===== config.mk =====
export PLATFORM = sky130hd
export DESIGN_NAME = uart_tx_param
export DESIGN_NICKNAME = d
export VERILOG_FILES = /design/src/rtl/uart_tx_param.sv
export SDC_FILE = /design/constraint.sdc
export NUM_CORES = 1
export LEC_CHECK = 0
export ABC_AREA = 1
export CELL_PAD_IN_SITES_DETAIL_PLACEMENT = 0
export CELL_PAD_IN_SITES_GLOBAL_PLACEMENT = 1
export CORE_MARGIN = 5
export CORE_UTILIZATION = 36
export DETAILED_ROUTE_END_ITERATION = 8
export GPL_TIMING_DRIVEN = 1
export PLACE_DENSITY = 0.71
export SKIP_LAST_GASP = 1
export SLEW_MARGIN = 20
export SYNTH_ARGS = -nofsm -noshare
export SYNTH_HDL_FRONTEND = slang
export SYNTH_SLANG_ARGS = --single-unit

===== constraint.sdc =====
create_clock -name i_clk -period 1.4 [get_ports i_clk]
set_input_delay 0.35 -clock i_clk [delete_from_list [all_inputs] [get_ports i_clk]]
set_output_delay 0.35 -clock i_clk [all_outputs]
set_load 0.05 [all_outputs]

===== src/rtl/uart_tx_param.sv =====
// Parametrised async serial transmitter: start bit, DATA_BITS LSB-first, optional parity, 1-2 stop bits.
// Parity stage is compiled in only when UART_TX_PARITY_EN is defined.
module uart_tx_param #(
    parameter int unsigned CLKS_PER_BIT = 868,
    parameter int unsigned DATA_BITS    = 8,
    parameter int unsigned STOP_BITS    = 1,
    parameter int unsigned PARITY_ODD   = 0
) (
    input  logic                 i_clk,
    input  logic                 i_rst,
    input  logic                 i_tx_valid,
    input  logic [DATA_BITS-1:0] i_tx_data,
    output logic                 o_tx_ready,
    output logic                 o_tx_serial,
    output logic                 o_tx_active,
    output logic                 o_tx_done
);

    localparam int unsigned CNT_W = $clog2(CLKS_PER_BIT);
    localparam int unsigned IDX_W = $clog2(DATA_BITS);
    localparam logic [CNT_W-1:0] CNT_LAST  = CNT_W'(CLKS_PER_BIT - 1);
    localparam logic [IDX_W-1:0] DATA_LAST = IDX_W'(DATA_BITS - 1);
    localparam logic [IDX_W-1:0] STOP_LAST = IDX_W'(STOP_BITS - 1);

    if (CLKS_PER_BIT < 2 || DATA_BITS < 5 || DATA_BITS > 9 ||
        STOP_BITS < 1 || STOP_BITS > 2 || PARITY_ODD > 1) begin : g_bad_param
        $error("uart_tx_param: illegal parameter value");
    end

    typedef enum logic [2:0] {
        IDLE,
        START,
        DATA,
`ifdef UART_TX_PARITY_EN
        PARITY,
`endif
        STOP,
        DONE
    } state_t;

    state_t               state_q, state_d;
    logic [CNT_W-1:0]     cnt_q, cnt_d;
    logic [IDX_W-1:0]     idx_q, idx_d;
    logic [DATA_BITS-1:0] shift_q, shift_d;
    logic                 serial_q, serial_d;
    logic                 active_q, active_d;
    logic                 done_q, done_d;
    logic                 ready_q, ready_d;
`ifdef UART_TX_PARITY_EN
    logic                 parity_q, parity_d;
`endif

    // State and registered outputs
    always_ff @(posedge i_clk) begin
        if (i_rst) begin
            state_q  <= IDLE;
            cnt_q    <= '0;
            idx_q    <= '0;
            shift_q  <= '0;
            serial_q <= 1'b1;
            active_q <= 1'b0;
            done_q   <= 1'b0;
            ready_q  <= 1'b0;
`ifdef UART_TX_PARITY_EN
            parity_q <= 1'b0;
`endif
        end else begin
            state_q  <= state_d;
            cnt_q    <= cnt_d;
            idx_q    <= idx_d;
            shift_q  <= shift_d;
            serial_q <= serial_d;
            active_q <= active_d;
            done_q   <= done_d;
            ready_q  <= ready_d;
`ifdef UART_TX_PARITY_EN
            parity_q <= parity_d;
`endif
        end
    end

    // Next state and next output values; the line value for each bit is set on the edge that starts it
    always_comb begin
        state_d  = state_q;
        cnt_d    = cnt_q;
        idx_d    = idx_q;
        shift_d  = shift_q;
        serial_d = serial_q;
        active_d = active_q;
        done_d   = 1'b0;
        ready_d  = 1'b0;
`ifdef UART_TX_PARITY_EN
        parity_d = parity_q;
`endif
        case (state_q)
            IDLE: begin
                serial_d = 1'b1;
                ready_d  = 1'b1;
                cnt_d    = '0;
                idx_d    = '0;
                if (i_tx_valid && ready_q) begin
                    state_d  = START;
                    shift_d  = i_tx_data;
                    serial_d = 1'b0;
                    active_d = 1'b1;
                    ready_d  = 1'b0;
`ifdef UART_TX_PARITY_EN
                    parity_d = (^i_tx_data) ^ 1'(PARITY_ODD);
`endif
                end
            end
            START: begin
                if (cnt_q == CNT_LAST) begin
                    state_d  = DATA;
                    cnt_d    = '0;
                    idx_d    = '0;
                    serial_d = shift_q[0];
                    shift_d  = shift_q >> 1;
                end else begin
                    cnt_d = cnt_q + CNT_W'(1);
                end
            end
            DATA: begin
                if (cnt_q == CNT_LAST) begin
                    cnt_d = '0;
                    if (idx_q == DATA_LAST) begin
                        idx_d = '0;
`ifdef UART_TX_PARITY_EN
                        state_d  = PARITY;
                        serial_d = parity_q;
`else
                        state_d  = STOP;
                        serial_d = 1'b1;
`endif
                    end else begin
                        idx_d    = idx_q + IDX_W'(1);
                        serial_d = shift_q[0];
                        shift_d  = shift_q >> 1;
                    end
                end else begin
                    cnt_d = cnt_q + CNT_W'(1);
                end
            end
`ifdef UART_TX_PARITY_EN
            PARITY: begin
                if (cnt_q == CNT_LAST) begin
                    state_d  = STOP;
                    cnt_d    = '0;
                    idx_d    = '0;
                    serial_d = 1'b1;
                end else begin
                    cnt_d = cnt_q + CNT_W'(1);
                end
            end
`endif
            STOP: begin
                serial_d = 1'b1;
                if (cnt_q == CNT_LAST) begin
                    cnt_d = '0;
                    if (idx_q == STOP_LAST) begin
                        state_d  = DONE;
                        idx_d    = '0;
                        active_d = 1'b0;
                        done_d   = 1'b1;
                    end else begin
                        idx_d = idx_q + IDX_W'(1);
                    end
                end else begin
                    cnt_d = cnt_q + CNT_W'(1);
                end
            end
            DONE: begin
                state_d  = IDLE;
                serial_d = 1'b1;
                active_d = 1'b0;
                ready_d  = 1'b1;
            end
            default: begin
                state_d  = IDLE;
                serial_d = 1'b1;
                active_d = 1'b0;
            end
        endcase
    end

    assign o_tx_ready  = ready_q;
    assign o_tx_serial = serial_q;
    assign o_tx_active = active_q;
    assign o_tx_done   = done_q;

endmodule


* Word level (Yosys, flattened, before mapping)
Cells that the tools add are included.
Widths: inputs -> output; s select.
** Word-level totals
- Register bits after elaboration :: 28
** Cells by class
- $add $sub $neg :: 2
- Equality and inequality tests :: 13
- Muxes and demuxes :: 31
- Bitwise logic cells :: 3
- Reductions and logical operators :: 14
** Operators with widths (number)
- $mux 3 :: 11
- $mux 8 :: 4
- $pmux 3 s4 :: 2
- $pmux 8 s3 :: 1
- $pmux 10 s2 :: 1
- $ne 2x2->1 const B :: 7
- $add 10x1->10 const B :: 1
- $eq 10x10->1 const B :: 1
- $mux 10 :: 1
- $mux 1 :: 8
- $reduce_and 4->1 :: 2
- $eq 3x2->1 const B :: 2
- $eq 3x3->1 const B :: 2
- $logic_not 3->1 :: 2
- $pmux 1 s3 :: 2
- $reduce_and 6->1 :: 1
- $reduce_or 3->1 :: 2
- $reduce_and 5->1 :: 1
- $reduce_bool 4->1 :: 1
- $add 3x1->3 const B :: 1
- $eq 3x1->1 const B :: 1
- $not 1->1 :: 3
- $reduce_bool 3->1 :: 1
- $pmux 1 s2 :: 1
- 4 further kinds :: 4

* Longest topological paths before layout
Gate-level depths: netlist of the first run.
- Depth after elaboration :: 4
- Depth in mapped cells :: 10
- Gate-level depth less buffers :: 10

* Worst setup path before layout of the first run
OpenSTA, ideal clock, no wires.
- Kind :: reg2reg
- Start :: register idx_q[0]
- End :: register shift_q[1]
- Setup time :: 116 ps
- Arrival time :: 1368 ps
- Required time :: 1284 ps
- Slack :: -83 ps
- Stages on the path, launching flop included :: 9
- Buffers on the path :: 0
- Clock period less this slack :: 1483 ps
- Cell sequence :: dfxtp_1 ha_1 ha_1 o21ai_0 nand2_1 nor2_4 nand2_4 o21ai_0 nor2_1
** Between the ends
- Cells in the longest elaborated chain, start to end :: 3
** Ends and longest elaborated chain
- start, declared :: line 43 : logic [IDX_W-1:0] idx_q, idx_d;
- start signal, assigned :: line 70 : idx_q <= idx_d;
- $eq 3x3->1 :: line 126 : if (idx_q == DATA_LAST) begin
- $ne 2x2->1 (no line)
- $reduce_and 5->1 (no line)
- end signal, assigned :: line 71 : shift_q <= shift_d;
- end, declared :: line 44 : logic [DATA_BITS-1:0] shift_q, shift_d;
No other way between the ends.
A chain may end at the register's enable or synchronous reset.

* Worst setup path in the final report of the first run
- Start :: register idx_q[1]
- End :: register shift_q[4]
The elaborated chain is that of the path after synthesis.

==> flow_metrics.py, run 1 <==
metrics = {
    "setup_path": {
        "startpoint": "idx_q[1]$_SDFFE_PP0P_",
        "crit_path_end_kind": "flip-flop",
        "startpoint_type": "flip-flop",
        "reg2reg_from": "idx_q[1]$_SDFFE_PP0P_",
        "cp.required_ns": 1.59,
        "cp.arrival_ns": 1.64,
        "crit_type": "flip-flop to flip-flop",
        "cp_max_fo": 8,
    },
    "sta": {
        "max_freq_mhz": 693.4,
        "max_slew.worst_pin.slew_ns": 0.2489,
        "maxSlewHeadroom_pct": 83.17,
        "setup_violations": 10,
        "post-route-min-period_ns": 1.442,
        "grt_setup_unrepaired": "yes",
        "slew_violations": 0,
        "skew_ns": 0.004761,
        "period_share_pct": 103.0,
        "fin_tns_setup_ns": -0.2248,
        "timing_hold_violations_final": 0,
        "setup_slack_ns": -0.04227,
    },
    "route": {
        "vias": 1456,
        "firstDrtPassIters": 4,
        "vias_per_cell": 4.902,
        "drc": 0,
        "routedWlPerCell_um": 12.38,
        "ant_nets": 0,
        "wl_mm": 3.677,
        "drt_iter0_drc": 35,
    },
    "cts": {
        "cts-root-buf": "clkbuf_8",
        "ctsLongestPathBuffers": 2,
        "hold_buffers": 0,
        "cts_tree": "built",
        "cts.sinks": 28,
        "numCtsBuffers": 3,
        "clkLatencyLatePin_ns": 0.29,
        "htreeDepth": 1,
        "path_clk_slew_ns": 0.10,
    },
    "synth": {
        "ys_ff_latch": 28,
        "syn_avg_cell_area_um2": 7.267,
        "synth_seq_area_share_pct": 38.00,
        "synth_nets": 218,
        "yosysWarningCount": 0,
        "syn_inst": 203,
        "ys_types": 33,
        "syn_area_mm2": 0.001475,
    },
    "cells_and_area": {
        "drive_gt1_share_pct": 38.46,
        "layout.nets": 263,
        "syn_to_final_growth_pct": 48.01,
        "antenna_cells": 0,
        "finalInstanceArea_mm2": 0.002183,
    },
    "power_and_ir_drop": {
        "p_per_area_mw_per_mm2": 2015,
        "vdd_drop_max_mv": 0.8149,
        "leakage_nw": 0.8982,
    },
    "placed_design": {
        "dp_hpwl_mm": 2.586,
        "pre_cts_ws_ns": -0.2122,
        "postPlaceCellArea_mm2": 0.001897,
        "port_buffers": 14,
        "place_congestion": 0.9003,
    },
    "global_route": {
        "antenna_found_initial": 0,
        "grt_pass1_wl_mm": 6.099,
        "overflow": 0,
        "grt_max_degree": 16,
        "grt_use_total_pct": 14.10,
        "grt_pass1_vias": 1432,
    },
    "hold_path": {
        "hp-start": "shift_q[7]$_SDFFE_PP0P_",
        "hold_path.class": "flip-flop to flip-flop",
    },
    "floorplan": {
        "die_w_um": 74.02,
        "io_pins": 15,
        "core_mm2": 0.004000,
        "dieHeight_um": 74.02,
        "initial_utilization_pct": 36.88,
        "die_area_mm2": 0.005478,
        "rows": 23,
    },
    "run_status": {
        "status": "complete, but fails checks",
        "failed_checks": "negative setup slack",
    },
    "flow_run": {
        "max_cap_violations": 0,
    },
}
-- Yosys cell counts --
cell type / count / area [µm²]
nor3_1: 8 / 40.04
clkbuf_1: 1 / 3.750
a21oi_2: 1 / 8.760
nand3_1: 11 / 55.05
nand2_1: 49 / 183.9
nor2_1: 27 / 101.4
o21bai_1: 1 / 7.510
ha_1: 4 / 50.05
inv_2: 3 / 11.26
nand4_1: 4 / 25.02
xor2_1: 5 / 43.79
nor4b_1: 1 / 8.760
o21a_1: 1 / 7.510
nand3b_1: 1 / 7.510
nand3_4: 1 / 17.52
nor3b_2: 1 / 12.51
nor2_4: 3 / 33.78
a21oi_1: 11 / 55.05
dfxtp_1: 28 / 560.5
buf_6: 1 / 11.26
or2_2: 1 / 6.260
inv_4: 1 / 6.260
nand2_4: 2 / 22.52
nor2_2: 3 / 18.77
o21ai_0: 6 / 30.03
a22oi_1: 1 / 7.510
o22ai_1: 1 / 6.260
o21ai_1: 4 / 20.02
a21boi_0: 1 / 7.510
a311oi_1: 1 / 8.760
nand2_2: 7 / 43.79
buf_4: 1 / 7.510
inv_1: 12 / 45.04
-- metrics by stage --
stage	total power, W	utilization (%)	hold slack (ns)	std cells
6_report	0.004400	54.58	0.4712	297
5_1_grt	0.004762	54.58	0.5098	297
4_1_cts	0.004142	51.30	0.4706	295
3_5_place_dp	0.003463	47.42	0.4575	288
3_3_place_gp	0.003422	47.42	0.4540	288
2_1_floorplan	0.002660	-	0.4191	203
-- flip-flops by register name, indices dropped and copies added (netlist names) --
name	count
o_tx_done	1
o_tx_active	1
shift_q	8
state_q	3
cnt_q	10
o_tx_ready	1
o_tx_serial	1
idx_q	3
-- power by group --
group	internal, W	switching, W	leakage [nW]
clock	0.000253	0.000280	0.0288
sequential	0.00104	0.000192	0.233
combinational	0.00116	0.00147	0.636
total	0.00246	0.00194	0.898
-- cells by family (layout without fill, tap and decap cells) --
logic type,count (synthesis),after routing,synth area share (%)
AND/OR/NAND/NOR,119,119,39.10
buffers and inverters,19,63,5.767
XOR/XNOR,5,5,2.968
flip-flops,28,28,38.00
AO/OA/AOI/OAI,28,28,10.77
adder cells (fa/ha/maj),4,4,3.393
-- path summary, 6_finish.rpt --
| path | end | slack, ns | depth (start not counted) |
|---|---|---|---|
| max | shift_q[4]$_SDFFE_PP0P_ | -0.04 | 8 |
| min | shift_q[7]$_SDFFE_PP0P_ | 0.47 | 2 |
| max reg2reg | shift_q[4]$_SDFFE_PP0P_ | -0.04 | 8 |
| min reg2reg | shift_q[7]$_SDFFE_PP0P_ | 0.47 | 2 |
-- layer usage --
layer	share of wire (%)	up-vias	wire (µm)	GRT usage (%)
li1	-	752	-	-
met5	0	-	0	0
met1	46	680	1693	18.24
met4	1.8	0	68	6.640
met2	50	19	1825	23.13
met3	2.4	5	89	2.027
-- worst max-delay path, cell delays in order (launching register included) --
cell and delay [ns]:
dfxtp_2 0.35, ha_4 0.16, ha_4 0.15, o21ai_2 0.12
nand2_2 0.07, nor2_4 0.18, nand2_4 0.13, o21ai_1 0.14
nor2_1 0.05
-- cell usage in the layout (no fill, tap or decap), drive strengths merged --
master          n
nor4b           1
o21a            1
a311oi          1
o21ai          10
a21boi          1
o22ai           1
or2             1
o21bai          1
clkbuf          4
nand4           4
dfxtp          28
a21oi          12
nor3            8
nand2          58
xor2            5
nand3b          1
ha              4
buf            33
nor2           33
a22oi           1
nand3          12
inv            16
clkdlybuf4s50  10
nor3b           1
-- final cells by class --
type	count	area, µm²
inverter	16	65.06
sequential	28	573.1
clock buffer	4	55.05
tap	50	62.56
fill	381	1817
timing repair buffer	43	417.9
multi-input combinational	156	1010
-- what timing repair did --
action / 4_1_cts / 5_1_grt
gates resized for setup: 20 / 28
setup endpoints to repair: 23 / 25
setup buffers: 3 / 2
pin swaps: 16 / 12
Note: power is estimated with default switching activity, not from simulation.
==> run 2: changes to the inputs <==
CELL_PAD_IN_SITES_DETAIL_PLACEMENT = not set   (was 0)
CELL_PAD_IN_SITES_GLOBAL_PLACEMENT = not set   (was 1)
CORE_UTILIZATION = 50   (was 36)
PLACE_DENSITY = 0.72   (was 0.71)
==> flow_metrics.py, run 2 (synthesis gave the netlist of run 1 again) <==
metrics = {
    "global_route": {
        "grtUsageMet2_pct": 26.49,
        "grt_pass1_wl_mm": 5.878,
        "grt_use_met3_pct": 2.802,
        "grt_max_degree": 16,
        "antenna_found_initial": 0,
        "grt_use_total_pct": 17.52,
        "grt_pass1_vias": 1332,
        "met1_usage_pct": 24.39,
        "grt-busiest-layer": "met2",
        "overflow": 0,
    },
    "power_and_ir_drop": {
        "internal_power_w": 0.002445,
        "p_sw_share_pct": 47.13,
        "vdd_drop_max_mv": 1.949,
        "leakage_nw": 0.9127,
        "power_frac_comb_pct": 63.9,
        "power.switching_w": 0.002180,
        "pwr-share-clk_pct": 8.8,
        "p_per_area_mw_per_mm2": 2104,
        "power.share.sequential_pct": 27.2,
    },
    "run_status": {
        "failed_checks": "negative setup slack",
        "status": "complete, but fails checks",
    },
    "cts": {
        "htreeDepth": 1,
        "clkLatencyLatePin_ns": 0.34,
        "ctsLongestPathBuffers": 2,
        "cts_tree": "built",
        "cts-root-buf": "clkbuf_4",
        "path_clk_slew_ns": 0.15,
        "cts.sinks": 28,
        "numCtsBuffers": 3,
    },
    "sta": {
        "timing_hold_violations_final": 0,
        "slew_violations": 0,
        "fin_tns_setup_ns": -1.401,
        "skew_ns": 0.004216,
        "hold_ws_ns": 0.4912,
        "setup_slack_ns": -0.2147,
        "maxSlewHeadroom_pct": 78.03,
        "grt_setup_unrepaired": "yes",
        "period_share_pct": 115.3,
        "setup_violations": 14,
        "max_freq_mhz": 619.3,
        "max_slew.worst_pin.slew_ns": 0.3291,
        "post-route-min-period_ns": 1.615,
    },
    "route": {
        "firstDrtPassIters": 4,
        "routedWlPerCell_um": 15.79,
        "drt_iter0_drc": 109,
        "drc": 0,
        "wl_mm": 4.422,
        "ant_nets": 0,
        "vias_per_cell": 5.664,
        "vias": 1586,
    },
    "cells_and_area": {
        "reg_top3": "cnt_q (10), shift_q (8)",
        "layout_commonest_cell": "nand2_1",
        "top_register": "cnt_q",
        "layout.nets": 265,
        "layout_common_cells": "nand2_1, nor2_1, buf_4, dfxtp_1, a21oi_1",
        "syn_to_final_growth_pct": 49.02,
        "antenna_cells": 0,
        "finalInstanceArea_mm2": 0.002198,
        "drive_gt1_share_pct": 40.96,
        "largest_reg_flops": 10,
    },
    "floorplan": {
        "rows": 19,
        "die_area_mm2": 0.004136,
        "initial_utilization_pct": 53.04,
        "die_w_um": 64.32,
        "dieHeight_um": 64.32,
        "core_mm2": 0.002781,
        "io_pins": 15,
    },
    "flow_run": {
        "max_cap_violations": 0,
    },
    "placed_design": {
        "port_buffers": 14,
        "dp_hpwl_mm": 2.566,
        "postPlaceCellArea_mm2": 0.001861,
        "place_congestion": 0.8710,
    },
    "setup_path": {
        "cp.arrival_ns": 1.87,
        "cp.required_ns": 1.65,
        "startpoint_type": "flip-flop",
        "crit_path_end_kind": "flip-flop",
        "cp_max_fo": 8,
        "crit_type": "flip-flop to flip-flop",
    },
    "hold_path": {
        "hold_path.class": "flip-flop to flip-flop",
    },
}
run 2: final timing paths:
kind,start,slack [ns],endpoint,cells after the start
min,shift_q[7]$_SDFFE_PP0P_,0.49,shift_q[7]$_SDFFE_PP0P_,2
max,idx_q[0]$_SDFFE_PP0P_,-0.21,shift_q[0]$_SDFFE_PP0P_,8
min reg2reg,shift_q[7]$_SDFFE_PP0P_,0.49,shift_q[7]$_SDFFE_PP0P_,2
max reg2reg,idx_q[0]$_SDFFE_PP0P_,-0.21,shift_q[0]$_SDFFE_PP0P_,8
run 2: worst max-delay path, cell delays in order, from the launching register on:
cell and delay (ns):
dfxtp_2 0.36, ha_4 0.16, ha_4 0.16, o21ai_2 0.13, nand2_2 0.09, nor2_4 0.22, nand2_4 0.15, o21ai_2 0.19
nor2_1 0.06
run 2: cell type report:
cell class	instances	area, µm²
multi-input combinational	157	1057
fill	171	583.1
sequential	28	573.1
timing repair buffer	44	427.9
inverter	16	65.06
tap	31	38.79
clock buffer	4	36.28
run 2: power by group through the flow:
stage	combinational [W]	clock [W]	sequential, W
global route	0.00317	0.000457	0.00128
detailed placement	0.00223	0	0.00122
finish	0.00296	0.000408	0.00126
floorplan	0.00138	0	0.00128
CTS	0.00234	0.000414	0.00123
global placement	0.00216	0	0.00120
run 2: metal layers:
metal | share of wire, % | up-vias
li1 | - | 758
met1 | 42 | 739
met2 | 48 | 69
met3 | 6.7 | 20
met4 | 3.5 | 0
met5 | 0 | -
run 2: repair_timing:
item                                    4_1_cts  5_1_grt
hold buffers                                  0        0
pin swaps                                    10       16
cloned                                        0        1
endpoints found under the setup margin       25       24
setup buffers                                 2        4
gates resized for setup                      18       43
run 2: stage by stage:
step	total power, W	util (%)	setup slack (ns)	instances
6_report	0.004625	79.04	-0.2147	280
5_1_grt	0.004910	79.04	-0.2862	280
4_1_cts	0.003981	71.44	-0.1111	275
3_5_place_dp	0.003448	66.89	-0.2078	269
3_3_place_gp	0.003364	66.89	-0.1533	269
2_1_floorplan	0.002660	-	0.004786	203
==> run 3: changes to the inputs <==
REMOVE_ABC_BUFFERS = 1   (was not set)
==> flow_metrics.py, run 3 (synthesis gave the netlist of run 1 again) <==
metrics = {
    "run_status": {
        "status": "complete, but fails checks",
        "failed_checks": "negative setup slack",
    },
    "sta": {
        "hold_ws_ns": 0.4800,
        "setup_violations": 11,
        "post-route-min-period_ns": 1.528,
        "grt_setup_unrepaired": "yes",
        "timing_hold_violations_final": 0,
        "max_slew.worst_pin.slew_ns": 0.2909,
        "setup_slack_ns": -0.1275,
        "period_share_pct": 109.1,
        "max_freq_mhz": 654.6,
        "maxSlewHeadroom_pct": 80.34,
        "slew_violations": 0,
        "skew_ns": 0.003625,
    },
    "cells_and_area": {
        "largest_reg_flops": 10,
        "finalInstanceArea_mm2": 0.002126,
        "fillers": 200,
        "syn_to_final_growth_pct": 44.11,
        "antenna_cells": 0,
        "top_register": "cnt_q",
        "layout_commonest_cell": "nand2_1",
        "reg_top3": "cnt_q (10), shift_q (8)",
        "drive_gt1_share_pct": 36.55,
        "layout.nets": 265,
        "final_cells": 280,
        "layout_common_cells": "nand2_1, buf_4, nor2_1, dfxtp_1, inv_1",
        "utilization_pct": 76.43,
    },
    "power_and_ir_drop": {
        "internal_power_w": 0.002386,
        "leakage_nw": 0.8861,
        "pwr-share-clk_pct": 12.5,
        "p_per_area_mw_per_mm2": 2031,
        "power.switching_w": 0.001931,
        "vdd_drop_max_mv": 1.970,
        "power_w": 0.004317,
        "power_frac_comb_pct": 58.1,
        "p_sw_share_pct": 44.73,
        "power.share.sequential_pct": 29.3,
    },
    "cts": {
        "clkLatencyLatePin_ns": 0.33,
        "cts-root-buf": "clkbuf_4",
        "htreeDepth": 1,
        "numCtsBuffers": 3,
        "cts_tree": "built",
        "ctsLongestPathBuffers": 2,
        "path_clk_slew_ns": 0.16,
        "hold_buffers": 0,
        "cts.sinks": 28,
    },
    "setup_path": {
        "cp.required_ns": 1.64,
        "startpoint_type": "flip-flop",
        "cp.arrival_ns": 1.77,
        "critPathSlowestCell": "dfxtp_2",
        "reg2reg_to": "shift_q[0]$_SDFFE_PP0P_",
        "reg2reg_from": "idx_q[1]$_SDFFE_PP0P_",
        "cp_max_fo": 8,
        "worst_path_most_repeated_cell": "ha_4",
        "regToRegSetupSlack_ns": -0.13,
        "crit_path_cell_trace": "ha_4 -> ha_4 -> o21ai_4 -> nand2_2 -> nor2_4 -> nand2_4 -> o21ai_2 -> nor2_1",
        "crit_path_max_incr_delay_ns": 0.37,
        "crit_type": "flip-flop to flip-flop",
        "r2r.worst_path.cells": 8,
        "crit_path_end_kind": "flip-flop",
    },
    "global_route": {
        "overflow": 0,
        "grt_use_total_pct": 19.71,
        "grt_pass1_wl_mm": 6.699,
        "grt_max_degree": 17,
        "grt_pass1_vias": 1466,
        "antenna_found_initial": 0,
    },
    "route": {
        "drc": 0,
        "wl_mm": 4.114,
        "ant_nets": 0,
        "routedWlPerCell_um": 14.69,
        "drt_iter0_drc": 107,
        "vias": 1520,
        "firstDrtPassIters": 4,
        "vias_per_cell": 5.429,
    },
    "floorplan": {
        "die_area_mm2": 0.004136,
        "die_w_um": 64.32,
        "rows": 19,
        "io_pins": 15,
        "core_mm2": 0.002781,
        "dieHeight_um": 64.32,
        "initial_utilization_pct": 53.04,
    },
    "placed_design": {
        "dp_hpwl_mm": 2.640,
        "postPlaceCellArea_mm2": 0.001844,
        "port_buffers": 14,
        "dp_cells": 268,
        "place_congestion": 0.8728,
    },
    "hold_path": {
        "hp-start": "shift_q[7]$_SDFFE_PP0P_",
        "hold_path.class": "flip-flop to flip-flop",
        "min_to": "shift_q[7]$_SDFFE_PP0P_",
        "hold_depth": 2,
    },
    "flow_run": {
        "max_cap_violations": 0,
    },
}
## run 3: cell types whose count changed in the layout (fill, tap and decap cells not counted), moves of 2 or more
| cell | previous run | this run |
|---|---|---|
| buf_4 | 24 | 29 |
| buf_6 | 6 | 2 |
| inv_1 | 10 | 12 |
| nand2_1 | 43 | 46 |
| nand2_4 | 7 | 5 |
| nor2_2 | 0 | 4 |
| nor2_4 | 8 | 4 |
| o21ai_1 | 1 | 4 |
| o21ai_2 | 8 | 5 |
## run 3: layout make-up
| class | instances | area, µm² | area share, % |
|---|---|---|---|
| clock inverter | 1 | 30.03 | 1.413 |
| inverter | 16 | 62.56 | 2.943 |
| clock buffer | 3 | 22.52 | 1.059 |
| timing repair buffer | 45 | 420.4 | 19.78 |
| multi-input combinational | 156 | 975.9 | 45.91 |
| tap | 31 | 38.79 | 1.825 |
| sequential | 28 | 575.6 | 27.07 |
## run 3: power groups by stage
stage / Sequential [W] / Clock, W / Combinational, W
after floorplan: 0.00127 / 0 / 0.00132
after global placement: 0.00120 / 0 / 0.00207
after detailed placement: 0.00121 / 0 / 0.00213
after CTS: 0.00123 / 0.000552 / 0.00235
after global routing: 0.00130 / 0.000591 / 0.00277
final: 0.00127 / 0.000541 / 0.00251
## run 3: routing by layer
layer,vias up,part of all wire [%],GRT usage [%]
met3,6,4.7,3.327
li1,754,-,-
met4,0,1.4,5.344
met5,-,0,0
met1,710,41,23.89
met2,50,53,35.45
## run 3: worst max-delay path by stage
stage / startpoint / endpoint / cells after the start
after floorplan: idx_q[0]$_SDFFE_PP0P_ / shift_q[1]$_SDFFE_PP0P_ / 8
after global placement: i_tx_valid / shift_q[5]$_SDFFE_PP0P_ / 6
after detailed placement: i_tx_valid / shift_q[4]$_SDFFE_PP0P_ / 6
after CTS: idx_q[1]$_SDFFE_PP0P_ / shift_q[0]$_SDFFE_PP0P_ / 8
after global routing: idx_q[1]$_SDFFE_PP0P_ / shift_q[0]$_SDFFE_PP0P_ / 8
final: idx_q[1]$_SDFFE_PP0P_ / shift_q[0]$_SDFFE_PP0P_ / 8
## run 3: through the flow
stage	setup TNS (ns)	setup WS, ns
after floorplan	-0.5884	-0.08330
after global placement	-1.947	-0.1600
after detailed placement	-3.166	-0.2161
after CTS	-0.3717	-0.06267
after global routing	-2.443	-0.2279
final	-0.9885	-0.1275
## run 3: what timing repair did
item / 4_1_cts / 5_1_grt
pin swaps: 12 / 14
hold endpoints to repair: 0 / 0
setup buffers: 7 / 2
resized for setup: 31 / 18
endpoints found under the setup margin: 26 / 24
## run 3: critical path: cells and delay by family (launching register included)
kind                     cells  cell delay [ns]
AO/OA/AOI/OAI                2             0.28
flip-flops                   1             0.37
AND/OR/NAND/NOR              4             0.45
adder cells (fa/ha/maj)      2             0.33
